[src/rtl/hazard_stall_unit_if.sv]
// Hazard/stall unit port bundle: ID-stage hazard inputs, pipeline
// control outputs and performance counters.
interface hazard_stall_unit_if #(
    parameter int CNT_W = 16
);
    logic             id_valid;
    logic [4:0]       id_rs;
    logic [4:0]       id_rt;
    logic             id_use_rs;
    logic             id_use_rt;
    logic [2:0]       id_pcsrc;
    logic             id_regwr;
    logic [4:0]       id_wraddr;
    logic             id_memrd;
    logic             ex_br_taken;
    logic             ext_stall;
    logic             pc_en;
    logic             ifid_en;
    logic             ifid_flush;
    logic             idex_flush;
    logic [CNT_W-1:0] stall_cnt;
    logic [CNT_W-1:0] flush_cnt;

    modport master (
        output id_valid, id_rs, id_rt, id_use_rs, id_use_rt, id_pcsrc,
        output id_regwr, id_wraddr, id_memrd, ex_br_taken, ext_stall,
        input  pc_en, ifid_en, ifid_flush, idex_flush,
        input  stall_cnt, flush_cnt
    );

    modport slave (
        input  id_valid, id_rs, id_rt, id_use_rs, id_use_rt, id_pcsrc,
        input  id_regwr, id_wraddr, id_memrd, ex_br_taken, ext_stall,
        output pc_en, ifid_en, ifid_flush, idex_flush,
        output stall_cnt, flush_cnt
    );
endinterface

[src/rtl/hazard_stall_unit.sv]
// Detects load-use and load-to-jr hazards that forwarding cannot cover,
// drives PC/IF/ID/ID/EX stall and flush controls, counts stalls and flushes.
module hazard_stall_unit #(
    parameter int         CNT_W    = 16,
    parameter logic [4:0] ZERO_REG = 5'd0
) (
    input logic                clk,
    input logic                reset,
    hazard_stall_unit_if.slave hs
);
    logic             ex_wr_q, ex_wr_d;
    logic [4:0]       ex_dst_q, ex_dst_d;
    logic             ex_ld_q, ex_ld_d;
    logic             mem_wr_q, mem_wr_d;
    logic [4:0]       mem_dst_q, mem_dst_d;
    logic             mem_ld_q, mem_ld_d;
    logic [CNT_W-1:0] stall_cnt_q, stall_cnt_d;
    logic [CNT_W-1:0] flush_cnt_q, flush_cnt_d;

    logic ex_load;
    logic mem_load;
    logic rs_hit_ex;
    logic rt_hit_ex;
    logic rs_hit_mem;
    logic lu_haz;
    logic jr_haz;
    logic haz;
    logic jump;
    logic pc_en;
    logic ifid_en;
    logic ifid_flush;
    logic idex_flush;
    logic stall_inc;
    logic flush_inc;

    always_comb begin
        ex_load    = ex_ld_q & ex_wr_q;
        mem_load   = mem_ld_q & mem_wr_q;
        rs_hit_ex  = (hs.id_rs != ZERO_REG) && (hs.id_rs == ex_dst_q);
        rt_hit_ex  = (hs.id_rt != ZERO_REG) && (hs.id_rt == ex_dst_q);
        rs_hit_mem = (hs.id_rs != ZERO_REG) && (hs.id_rs == mem_dst_q);
        lu_haz     = hs.id_valid & ex_load &
                     ((hs.id_use_rs & rs_hit_ex) |
                      (hs.id_use_rt & rt_hit_ex));
        // jr needs its target in ID, so a load in EX or MEM both block it
        jr_haz     = hs.id_valid & (hs.id_pcsrc == 3'd3) &
                     ((ex_load & rs_hit_ex) | (mem_load & rs_hit_mem));
        haz        = lu_haz | jr_haz;
        jump       = hs.id_valid &
                     ((hs.id_pcsrc == 3'd2) | (hs.id_pcsrc == 3'd3));
    end

    always_comb begin
        pc_en      = 1'b1;
        ifid_en    = 1'b1;
        ifid_flush = 1'b0;
        idex_flush = 1'b0;
        stall_inc  = 1'b0;
        flush_inc  = 1'b0;
        if (reset) begin
            pc_en      = 1'b0;
            ifid_en    = 1'b0;
            ifid_flush = 1'b1;
            idex_flush = 1'b1;
        end else if (hs.ext_stall) begin
            pc_en      = 1'b0;
            ifid_en    = 1'b0;
        end else if (hs.ex_br_taken) begin
            ifid_flush = 1'b1;
            idex_flush = 1'b1;
            flush_inc  = 1'b1;
        end else if (haz) begin
            pc_en      = 1'b0;
            ifid_en    = 1'b0;
            idex_flush = 1'b1;
            stall_inc  = 1'b1;
        end else if (jump) begin
            ifid_flush = 1'b1;
            flush_inc  = 1'b1;
        end
    end

    always_comb begin
        ex_wr_d   = ex_wr_q;
        ex_dst_d  = ex_dst_q;
        ex_ld_d   = ex_ld_q;
        mem_wr_d  = mem_wr_q;
        mem_dst_d = mem_dst_q;
        mem_ld_d  = mem_ld_q;
        if (!hs.ext_stall) begin
            mem_wr_d  = ex_wr_q;
            mem_dst_d = ex_dst_q;
            mem_ld_d  = ex_ld_q;
            if (hs.id_valid && !idex_flush) begin
                ex_wr_d  = hs.id_regwr;
                ex_dst_d = hs.id_wraddr;
                ex_ld_d  = hs.id_memrd;
            end else begin
                ex_wr_d  = 1'b0;
                ex_dst_d = 5'd0;
                ex_ld_d  = 1'b0;
            end
        end
    end

    // saturating counters: stop at all-ones instead of wrapping
    always_comb begin
        stall_cnt_d = stall_cnt_q;
        flush_cnt_d = flush_cnt_q;
        if (stall_inc && (stall_cnt_q != {CNT_W{1'b1}}))
            stall_cnt_d = stall_cnt_q + 1'b1;
        if (flush_inc && (flush_cnt_q != {CNT_W{1'b1}}))
            flush_cnt_d = flush_cnt_q + 1'b1;
    end

    always_ff @(posedge clk) begin
        if (reset) begin
            ex_wr_q     <= 1'b0;
            ex_dst_q    <= 5'd0;
            ex_ld_q     <= 1'b0;
            mem_wr_q    <= 1'b0;
            mem_dst_q   <= 5'd0;
            mem_ld_q    <= 1'b0;
            stall_cnt_q <= '0;
            flush_cnt_q <= '0;
        end else begin
            ex_wr_q     <= ex_wr_d;
            ex_dst_q    <= ex_dst_d;
            ex_ld_q     <= ex_ld_d;
            mem_wr_q    <= mem_wr_d;
            mem_dst_q   <= mem_dst_d;
            mem_ld_q    <= mem_ld_d;
            stall_cnt_q <= stall_cnt_d;
            flush_cnt_q <= flush_cnt_d;
        end
    end

    assign hs.pc_en      = pc_en;
    assign hs.ifid_en    = ifid_en;
    assign hs.ifid_flush = ifid_flush;
    assign hs.idex_flush = idex_flush;
    assign hs.stall_cnt  = stall_cnt_q;
    assign hs.flush_cnt  = flush_cnt_q;
endmodule

[src/flat_wrapper.sv]
// flat-port wrapper written by rule: the top's interface ports become plain ports
module hazard_stall_unit_flat 
#(
    parameter int         CNT_W    = 16,
    parameter logic [4:0] ZERO_REG = 5'd0
)
  (clk, reset, hs_id_valid, hs_id_rs, hs_id_rt, hs_id_use_rs, hs_id_use_rt, hs_id_pcsrc, hs_id_regwr, hs_id_wraddr, hs_id_memrd, hs_ex_br_taken, hs_ext_stall, hs_pc_en, hs_ifid_en, hs_ifid_flush, hs_idex_flush, hs_stall_cnt, hs_flush_cnt);
  hazard_stall_unit_if #(.CNT_W(CNT_W)) hs_i ();
  input logic clk;
  input logic reset;
  input wire logic [$bits(hs_i.id_valid)-1:0] hs_id_valid;
  input wire logic [$bits(hs_i.id_rs)-1:0] hs_id_rs;
  input wire logic [$bits(hs_i.id_rt)-1:0] hs_id_rt;
  input wire logic [$bits(hs_i.id_use_rs)-1:0] hs_id_use_rs;
  input wire logic [$bits(hs_i.id_use_rt)-1:0] hs_id_use_rt;
  input wire logic [$bits(hs_i.id_pcsrc)-1:0] hs_id_pcsrc;
  input wire logic [$bits(hs_i.id_regwr)-1:0] hs_id_regwr;
  input wire logic [$bits(hs_i.id_wraddr)-1:0] hs_id_wraddr;
  input wire logic [$bits(hs_i.id_memrd)-1:0] hs_id_memrd;
  input wire logic [$bits(hs_i.ex_br_taken)-1:0] hs_ex_br_taken;
  input wire logic [$bits(hs_i.ext_stall)-1:0] hs_ext_stall;
  output wire logic [$bits(hs_i.pc_en)-1:0] hs_pc_en;
  output wire logic [$bits(hs_i.ifid_en)-1:0] hs_ifid_en;
  output wire logic [$bits(hs_i.ifid_flush)-1:0] hs_ifid_flush;
  output wire logic [$bits(hs_i.idex_flush)-1:0] hs_idex_flush;
  output wire logic [$bits(hs_i.stall_cnt)-1:0] hs_stall_cnt;
  output wire logic [$bits(hs_i.flush_cnt)-1:0] hs_flush_cnt;
  assign hs_i.id_valid = hs_id_valid;
  assign hs_i.id_rs = hs_id_rs;
  assign hs_i.id_rt = hs_id_rt;
  assign hs_i.id_use_rs = hs_id_use_rs;
  assign hs_i.id_use_rt = hs_id_use_rt;
  assign hs_i.id_pcsrc = hs_id_pcsrc;
  assign hs_i.id_regwr = hs_id_regwr;
  assign hs_i.id_wraddr = hs_id_wraddr;
  assign hs_i.id_memrd = hs_id_memrd;
  assign hs_i.ex_br_taken = hs_ex_br_taken;
  assign hs_i.ext_stall = hs_ext_stall;
  assign hs_pc_en = hs_i.pc_en;
  assign hs_ifid_en = hs_i.ifid_en;
  assign hs_ifid_flush = hs_i.ifid_flush;
  assign hs_idex_flush = hs_i.idex_flush;
  assign hs_stall_cnt = hs_i.stall_cnt;
  assign hs_flush_cnt = hs_i.flush_cnt;
  hazard_stall_unit #(.CNT_W(CNT_W), .ZERO_REG(ZERO_REG)) u_core (.clk(clk), .reset(reset), .hs(hs_i));
endmodule
[config.mk]
export PLATFORM = sky130hd
export DESIGN_NAME = hazard_stall_unit_flat
export DESIGN_NICKNAME = d
export VERILOG_FILES = /design/src/rtl/hazard_stall_unit_if.sv /design/src/rtl/hazard_stall_unit.sv /design/src/flat_wrapper.sv
export SDC_FILE = /design/constraint.sdc
export NUM_CORES = 1
export LEC_CHECK = 0
export BUFFER_PORTS_ARGS = -buffer_cell sky130_fd_sc_hd__buf_2
export CAP_MARGIN = 10
export CORE_MARGIN = 3
export CORE_UTILIZATION = 53
export DETAILED_ROUTE_END_ITERATION = 7
export HOLD_SLACK_MARGIN = 0.05
export PLACE_DENSITY = 0.83
export SLEW_MARGIN = 5
export SYNTH_ARGS = -nofsm -noshare
export SYNTH_HDL_FRONTEND = slang
export SYNTH_SLANG_ARGS = --single-unit
[constraint.sdc]
create_clock -name clk -period 3 [get_ports clk]
set_input_delay 0.6 -clock clk [delete_from_list [all_inputs] [get_ports clk]]
set_output_delay 0.6 -clock clk [all_outputs]
set_load 0.03 [all_outputs]
==> results of run 1 <==
-- flip-flops by register name, summed over array words and instances, names as in the netlist --
signal               count
u_core.mem_wr_q          1
u_core.mem_dst_q         5
u_core.mem_ld_q          1
u_core.ex_ld_q           1
u_core.ex_wr_q           1
u_core.hs.flush_cnt     16
u_core.hs.stall_cnt     16
u_core.ex_dst_q          5
-- power by group --
group	switching, mW	leakage, nW	internal [mW]
combinational	0.0578	0.752	0.0398
sequential	0.00574	0.371	0.615
clock	0.206	0.0431	0.178
total	0.270	1.17	0.832
-- path summary, 6_finish.rpt --
| path | from | cells past startpoint | endpoint | slack (ps) |
|---|---|---|---|---|
| worst min register to register | u_core.hs.stall_cnt[14] | 2 | u_core.hs.stall_cnt[14] | 490 |
| worst min-delay path | u_core.hs.stall_cnt[14] | 2 | u_core.hs.stall_cnt[14] | 490 |
| worst max register to register | u_core.mem_dst_q[0] | 8 | u_core.hs.stall_cnt[15] | 510 |
| worst max-delay path | hs_id_rs[0] | 8 | hs_ifid_en | 70 |
-- tightest hold or removal path, delay by kind of cell, from the launching register on --
kind / cells / cell delay (ps)
AOI/OAI and AO/OA: 2 / 130
DFF: 1 / 330
-- kinds of logic (layout without fill, tap and decap cells) --
kind of cell | after synthesis | after routing
buffers and inverters | 22 | 82
multiplexers | 11 | 11
AO/OA/AOI/OAI | 75 | 75
AND/OR/NAND/NOR | 114 | 114
XOR/XNOR | 15 | 15
adder cells (fa/ha/maj) | 2 | 2
flip-flops | 46 | 46
-- repair_timing --
action                                 CTS  global route
resized for setup                        0             2
setup buffers                            0             0
setup endpoints to repair                0             1
endpoints found under the hold margin    0             0
-- layer usage --
layer,global-route usage [%],up-vias,wire length (µm)
met5,0,-,0
met4,7.65,0,82
met3,5.81,12,427
met2,36.2,89,2860
met1,28.0,1135,2640
li1,-,1178,-
-- cell type report --
type | instances | area share, %
Inverter | 6 | 0.777
Tap cell | 52 | 2.25
Sequential cell | 46 | 31.8
Multi-Input combinational cell | 217 | 49.5
Clock buffer | 6 | 2.85
Timing Repair Buffer | 70 | 12.9
-- stage by stage --
stage               power, mW  hold slack (ps)
global placement        0.729              475
global route             1.13              520
floorplan               0.694              455
CTS                      1.10              500
finish                   1.10              495
detailed placement      0.731              483
-- cells in the final DEF, fill, tap and decap left out, types with 8 or more instances in the layout --
master	n
a21oi_1	26
buf_2	61
buf_4	8
dfxtp_1	46
nand2_1	17
nand3_1	8
nand4_1	10
nor2_1	15
o21ai_0	25
or3_1	24
xnor2_1	10
==> results.cfg, run 1 <==
[cts]
cts_tree = done
htreeDepth = 2
clock_latency_ps = 310
cts_sinks = 46
cts_inserted_buffers = 5
cts_buffer_depth = 2
clkTransAtPathRegs_ps = 80
postCtsHoldBufs = 0
clock-root-buffer = clkbuf_8

[finish]
nFillCells = 366
register_area_um2 = 921
utilization_pct = 65.6
fin_nets = 375
final_cells = 397
drive_gt1_share_pct = 27.0
multi_input_area_um2 = 1430
syn_to_final_growth_pct = 18.3
design_area_um2 = 2900
diodes = 0

[timing]
fin_ws_ps = 74.3
skew_ps = 7.74
layout_min_cycle_time_ps = 2930
slew_headroom_pct = 48.2
tns_ps = 0
setup_viol = 0
rsz0062_at_grt = no
period_share_pct = 97.5
hold_viol = 0
worstMarginPinSlew_ps = 772
fmax_ghz = 0.342
drv_slew = 0

[worst_setup_path]
critPathMaxStageDelay_ps = 540
cp.arrival_ps = 2330
critPathMaxFanout = 10
path_common_cell = buf_2
path_cells = buf_2, xor2_1, or4_4, nor4_4, buf_4, o31a_4, nor2_2, buf_2
crit_type = in2out
critPathBufInv = 3
critPathTopFamily = simple AND/OR/NAND/NOR gates
slowest_stage = or4_4
cp-start-kind = input port
setup.worst_path.end_class = primary output
cp.required_ps = 2400

[floorplan]
fp.coreArea_um2 = 4410
num_rows = 24
die_h_um = 74.0
io_pins = 63
dieArea_um2 = 5470
die_w_um = 74.0
start_util_pct = 55.5

[placed_design]
dpl.cell_count = 391
dpl.hpwl_um = 4350
pre_cts_ws_ps = 81.3
placed_cell_area_um2 = 2810
numPortBuffers = 62
finalWeightedCongestion = 0.861

[logic_synthesis]
yosysMostFrequentCell = dfxtp_1
synth_ff_type = dfxtp_1
synth-xor-area-share_pct = 5.37
synthSimpleGateAreaFrac_pct = 28.0
syn_nets = 314
syn_area_um2 = 2450
yosys_warnings = 0
synth_top_family_by_area = simple AND/OR/NAND/NOR gates
synth_top_area_share_pct = 37.6
ys_top_cells_by_count = dfxtp_1, a21oi_1, o21ai_0, or3_1, nand2_1
synth_area_leader_cell = dfxtp_1
synthesis.instances = 285
synth-seq-cells = 46
synth_area_per_cell_um2 = 8.59
synthAdderAreaFrac_pct = 1.02
synth_compound_area_share_pct = 19.2
yosysUniqueCellTypes = 48
synth-edff-count = 0
async_flop_share_pct = 0
synthTopCellsByArea = dfxtp_1, or3_1, a21oi_1, o21ai_0, xnor2_1
yosysSeqAreaShare_pct = 37.6
synth.area.mux_share_pct = 4.70

[route]
post-route-drc-count = 0
wl_per_cell_um = 15.1
initialDrtViolationCount = 194
dr_total_vias = 2414
ant_nets = 0
vias_per_cell = 6.08
drtPass1Iterations = 5
drt-total-wl_um = 6010

[power]
p_per_area_nw_per_um2 = 380
max-vdd-ir-drop_mv = 0.238
p_leak_nw = 1.17

[worst_hold_path]
min_path_type = reg2reg

[job]
maxCapViolCount = 0

[global_route]
grt_overflow = 0
grt_max_degree = 46
antenna_found_initial = 0
grt_pass1_vias = 2166
grt_pass1_wl_um = 9570
track_usage_pct = 22.0

[run_status]
status = finished, final reports clean
Power figures use the tool's default switching activity.
==> run 2, diff against run 1 <==
--- a/config.mk
+++ b/config.mk
@@ -11,6 +11,7 @@
 export CORE_UTILIZATION = 53
 export DETAILED_ROUTE_END_ITERATION = 7
 export HOLD_SLACK_MARGIN = 0.05
+export MAX_ROUTING_LAYER = met4
 export PLACE_DENSITY = 0.83
 export SLEW_MARGIN = 5
 export SYNTH_ARGS = -nofsm -noshare
==> run 2 against run 1 <==
Clock-buffer cell count unchanged. Sequential power barely moved. Largest power group unchanged. Flip-flop and latch count stayed put. Critical endpoint unchanged. Non-clock buffer count unchanged.
==> results.cfg, run 2 (synthesis gave the netlist of run 1 again) <==
[power]
max-vdd-ir-drop_mv = 0.237
internal_power_mw = 0.832
p_switching_mw = 0.261
p_per_area_nw_per_um2 = 377
pwr-share-comb_pct = 8.9
clkPwrFrac_pct = 34.3
seqPwrFrac_pct = 56.7
switching_share_pct = 23.9
p_leak_nw = 1.17

[finish]
layout_commonest_cell = buf_2
diodes = 0
final_cells = 397
design_area_um2 = 2900
utilization_pct = 65.6
fin_nets = 375
syn_to_final_growth_pct = 18.3
drive_gt1_share_pct = 27.0
layout_common_cells = buf_2, dfxtp_1, a21oi_1

[worst_hold_path]
min_path_type = reg2reg

[floorplan]
die_h_um = 74.0
fp.coreArea_um2 = 4410
start_util_pct = 55.5
dieArea_um2 = 5470
io_pins = 63
die_w_um = 74.0
num_rows = 24

[route]
route.met3.wl_um = 462
drt-total-wl_um = 5940
vias_per_cell = 6.07
wl_met2_um = 2840
met1_length_um = 2570
wl_per_cell_um = 15.0
initialDrtViolationCount = 207
dr_total_vias = 2410
ant_nets = 0
top_layer = met4
post-route-drc-count = 0
drtPass1Iterations = 5

[cts]
clkTransAtPathRegs_ps = 80
cts_sinks = 46
cts_resized = 0
cts_buffer_depth = 2
cts_tree = done
post_cts_buffers = 0
cts_inserted_buffers = 5
clock_latency_ps = 300
htreeDepth = 2
postCtsHoldBufs = 0
clock-root-buffer = clkbuf_8

[worst_setup_path]
cp.required_ps = 2400
cp-start-kind = input port
critPathMaxFanout = 10
crit_type = in2out
cp.arrival_ps = 2320
setup.worst_path.end_class = primary output

[placed_design]
dpl.cell_count = 391
finalWeightedCongestion = 0.875
dpl.hpwl_um = 4350
numPortBuffers = 62
placed_cell_area_um2 = 2810

[timing]
setup_viol = 0
skew_ps = 3.66
worstMarginPinSlew_ps = 761
whs_ps = 495
period_share_pct = 97.4
slew_headroom_pct = 48.9
fmax_ghz = 0.342
rsz0062_at_grt = no
hold_viol = 0
layout_min_cycle_time_ps = 2920
drv_slew = 0
tns_ps = 0

[global_route]
grt_pass1_vias = 2167
track_usage_pct = 22.7
grt_overflow = 0
antenna_found_initial = 0
grt_max_degree = 46
grt_pass1_wl_um = 9570

[run_status]
status = finished, final reports clean

[job]
maxCapViolCount = 0
run 2: cell type report:
type                            count  area (µm²)
Clock buffer                        6        82.6
Fill cell                         366        1520
Inverter                            6        22.5
Multi-Input combinational cell    217        1430
Sequential cell                    46         921
Tap cell                           52        65.1
Timing Repair Buffer               70         373
run 2: per-layer routing:
layer | vias to the layer above | global-route usage [%]
li1 | 1176 | -
met1 | 1119 | 28.3
met2 | 105 | 36.1
met3 | 10 | 5.54
met4 | 0 | 7.65
met5 | - | -
run 2: worst max-delay path, stage by stage:
cell    delay [ps]
buf_2          120
xor2_1         150
or4_4          540
nor4_4         310
buf_4          180
o31a_4         190
nor2_2          50
buf_2          190
run 2: path summary, 6_finish.rpt:
kind	slack (ps)	cells after the start	start	end
setup / recovery	80	8	hs_id_rs[0]	hs_ifid_en
hold / removal	490	2	u_core.hs.stall_cnt[14]	u_core.hs.stall_cnt[14]
setup reg to reg	530	8	u_core.mem_dst_q[0]	u_core.hs.stall_cnt[15]
hold reg to reg	490	2	u_core.hs.stall_cnt[14]	u_core.hs.stall_cnt[14]
run 2: power groups by stage:
stage	Sequential [mW]	Clock, mW	Combinational (mW)
floorplan	0.636	0	0.0583
global placement	0.634	0	0.0947
detailed placement	0.635	0	0.0963
CTS	0.620	0.388	0.0971
global route	0.621	0.405	0.106
finish	0.620	0.376	0.0977
run 2: metrics by stage:
step | setup slack [ps] | power [mW]
after floorplan | 12.4 | 0.694
after global placement | 83.2 | 0.729
after detailed placement | 81.3 | 0.731
after CTS | 69.3 | 1.10
after global routing | 9.71 | 1.13
final | 78.8 | 1.09
==> run 3, diff against run 2 <==
--- a/config.mk
+++ b/config.mk
@@ -5,14 +5,15 @@
 export SDC_FILE = /design/constraint.sdc
 export NUM_CORES = 1
 export LEC_CHECK = 0
+export ABC_AREA = 1
 export BUFFER_PORTS_ARGS = -buffer_cell sky130_fd_sc_hd__buf_2
 export CAP_MARGIN = 10
 export CORE_MARGIN = 3
-export CORE_UTILIZATION = 53
+export CORE_UTILIZATION = 55
 export DETAILED_ROUTE_END_ITERATION = 7
 export HOLD_SLACK_MARGIN = 0.05
 export MAX_ROUTING_LAYER = met4
-export PLACE_DENSITY = 0.83
+export PLACE_DENSITY = 0.84
 export SLEW_MARGIN = 5
 export SYNTH_ARGS = -nofsm -noshare
 export SYNTH_HDL_FRONTEND = slang
==> run 3 against run 2 <==
Sequential power up 0.8%. Critical path depth up 4. Power up 5.9%. Setup slack better by 250 ps. Synthesized area up 19%. Synthesized cell count up 56%. Global-route usage up 2.8 points. Clock skew up 3.5 ps. Largest cell class unchanged. Largest power group unchanged. Highest routed layer unchanged.
==> results.cfg, run 3 <==
[worst_setup_path]
path_cells = buf_2, nor2_1, nand3_1, nor2b_1, nand3_1, nand2_1, nand2_2, nand2_4, nand2_4, inv_1, nor3_1, buf_2
critPathMaxStageDelay_ps = 250
slowest_stage = buf_2
cp.required_ps = 2400
cp-start-kind = input port
crit_type = in2out
cp.arrival_ps = 2070
critPathBufInv = 3
critPathTopFamily = simple AND/OR/NAND/NOR gates
critPathMaxFanout = 7
regToRegSetupSlack_ps = 1040
setup.worst_path.end_class = primary output

[logic_synthesis]
synthesis.instances = 445
synth_top_family_by_area = simple AND/OR/NAND/NOR gates
synth-seq-cells = 46
syn_nets = 474
syn_area_um2 = 2920
synth_ff_type = dfxtp_1
synth_top_area_share_pct = 31.5
yosysMostFrequentCell = nand2_1
async_flop_share_pct = 0
synth.area.mux_share_pct = 0
yosysUniqueCellTypes = 36
synthAdderAreaFrac_pct = 0.857
synth_area_leader_cell = dfxtp_1
synthTopCellsByArea = dfxtp_1, nand2_1, nor2_1, inv_1, nand4_1
yosys_warnings = 0
yosysSeqAreaShare_pct = 31.5
ys_top_cells_by_count = nand2_1, nor2_1, inv_1
synth-edff-count = 0
synth-xor-area-share_pct = 5.40
synthSimpleGateAreaFrac_pct = 41.3
synth_compound_area_share_pct = 11.1
synth_area_per_cell_um2 = 6.56

[cts]
cts_inserted_buffers = 5
post_cts_buffers = 0
clock_latency_ps = 300
cts_sinks = 46
clock-root-buffer = clkbuf_8
cts_tree = done
postCtsHoldBufs = 0
clkTransAtPathRegs_ps = 90
htreeDepth = 2
cts_resized = 0
cts_buffer_depth = 2

[finish]
drive_gt1_share_pct = 21.7
layout_common_cells = nand2_1, nor2_1, buf_2
layout_commonest_cell = nand2_1
fin_nets = 535
diodes = 0
syn_to_final_growth_pct = 15.5
nFillCells = 456

[route]
post-route-drc-count = 0
drt-total-wl_um = 7450
initialDrtViolationCount = 240
ant_nets = 0
vias_per_cell = 5.38
wl_per_cell_um = 13.0
dr_total_vias = 3086
drtPass1Iterations = 5

[timing]
period_share_pct = 89.1
hold_viol = 0
tns_ps = 0
drv_slew = 0
slew_headroom_pct = 61.5
setup_viol = 0
rsz0062_at_grt = no
worstMarginPinSlew_ps = 577
layout_min_cycle_time_ps = 2670
skew_ps = 7.20
fmax_ghz = 0.374
whs_ps = 484

[worst_hold_path]
min_path_type = reg2reg

[power]
p_per_area_nw_per_um2 = 343
max-vdd-ir-drop_mv = 0.206
p_leak_nw = 1.52

[global_route]
grt_overflow = 0
grt_max_degree = 26
track_usage_pct = 25.5
grt_pass1_vias = 2987
grt_pass1_wl_um = 12800
antenna_found_initial = 0

[floorplan]
num_rows = 25
dieArea_um2 = 6220
die_h_um = 78.9
io_pins = 63
start_util_pct = 59.5
die_w_um = 78.9
fp.coreArea_um2 = 4910

[placed_design]
dpl.hpwl_um = 5530
numPortBuffers = 62
finalWeightedCongestion = 0.935

[job]
maxCapViolCount = 0

[run_status]
status = finished, final reports clean
run 3: changes by cell type after synthesis, moves of 8 or more:
cell,previous run,this run
nor2_1,16,74
nand4_1,10,23
nand3_1,8,27
a21oi_2,0,8
nand2_1,17,92
inv_1,6,52
nand2_2,0,12
or3_1,25,0
o21ai_0,25,16
run 3: final cells by class:
class                   instances  area [µm²]  share of cell area (%)
inverters                      56         210                    6.23
repair buffers                 67         348                    10.3
clock inverters                 2        12.5                   0.371
well taps                      67        83.8                    2.49
multi-input cells             330        1720                    50.9
flip-flops and latches         46         921                    27.3
clock buffers                   6        82.6                    2.45
run 3: layer usage:
layer | wire length, µm | vias to the layer above | GRT usage [%]
met5 | 0 | - | -
met4 | 70 | 0 | 6.87
met3 | 480 | 6 | 5.33
met2 | 3660 | 108 | 44.3
met1 | 3240 | 1410 | 30.2
li1 | - | 1562 | -
run 3: worst min-delay path, stage by stage, from the launching register on:
cell	delay, ps
dfxtp_1	330
nand2_1	60
a21oi_1	50
run 3: path summary, 6_finish.rpt:
check | end | startpoint | cells past startpoint
worst max register to register | u_core.hs.stall_cnt[5] | u_core.hs.stall_cnt[0] | 11
worst max-delay path | hs_pc_en | hs_id_rs[3] | 12
worst min-delay path | u_core.ex_wr_q | u_core.ex_wr_q | 2
worst min register to register | u_core.ex_wr_q | u_core.ex_wr_q | 2
run 3: through the flow:
step	power, mW	instances	area [µm²]	utilization, %	worst slack [ps]
floorplan	0.726	445	2920	-	81.1
global placement	0.763	566	3280	66.8	433
detailed placement	0.768	566	3280	66.8	325
CTS	1.17	574	3370	68.7	320
global route	1.21	574	3370	68.7	145
finish	1.16	574	3370	68.7	326
run 3: logic make-up (layout without fill, tap and decap cells):
logic type	count (synthesis)	after routing
compound gates	54	54
xor+xnor	18	18
fa+ha+maj	2	2
buf+inv	69	131
flops	46	46
simple gates	256	256
run 3: report_power, final:
group	internal (mW)	switching [mW]
registers	0.618	0.00630
logic	0.0451	0.0860
clock network	0.186	0.217
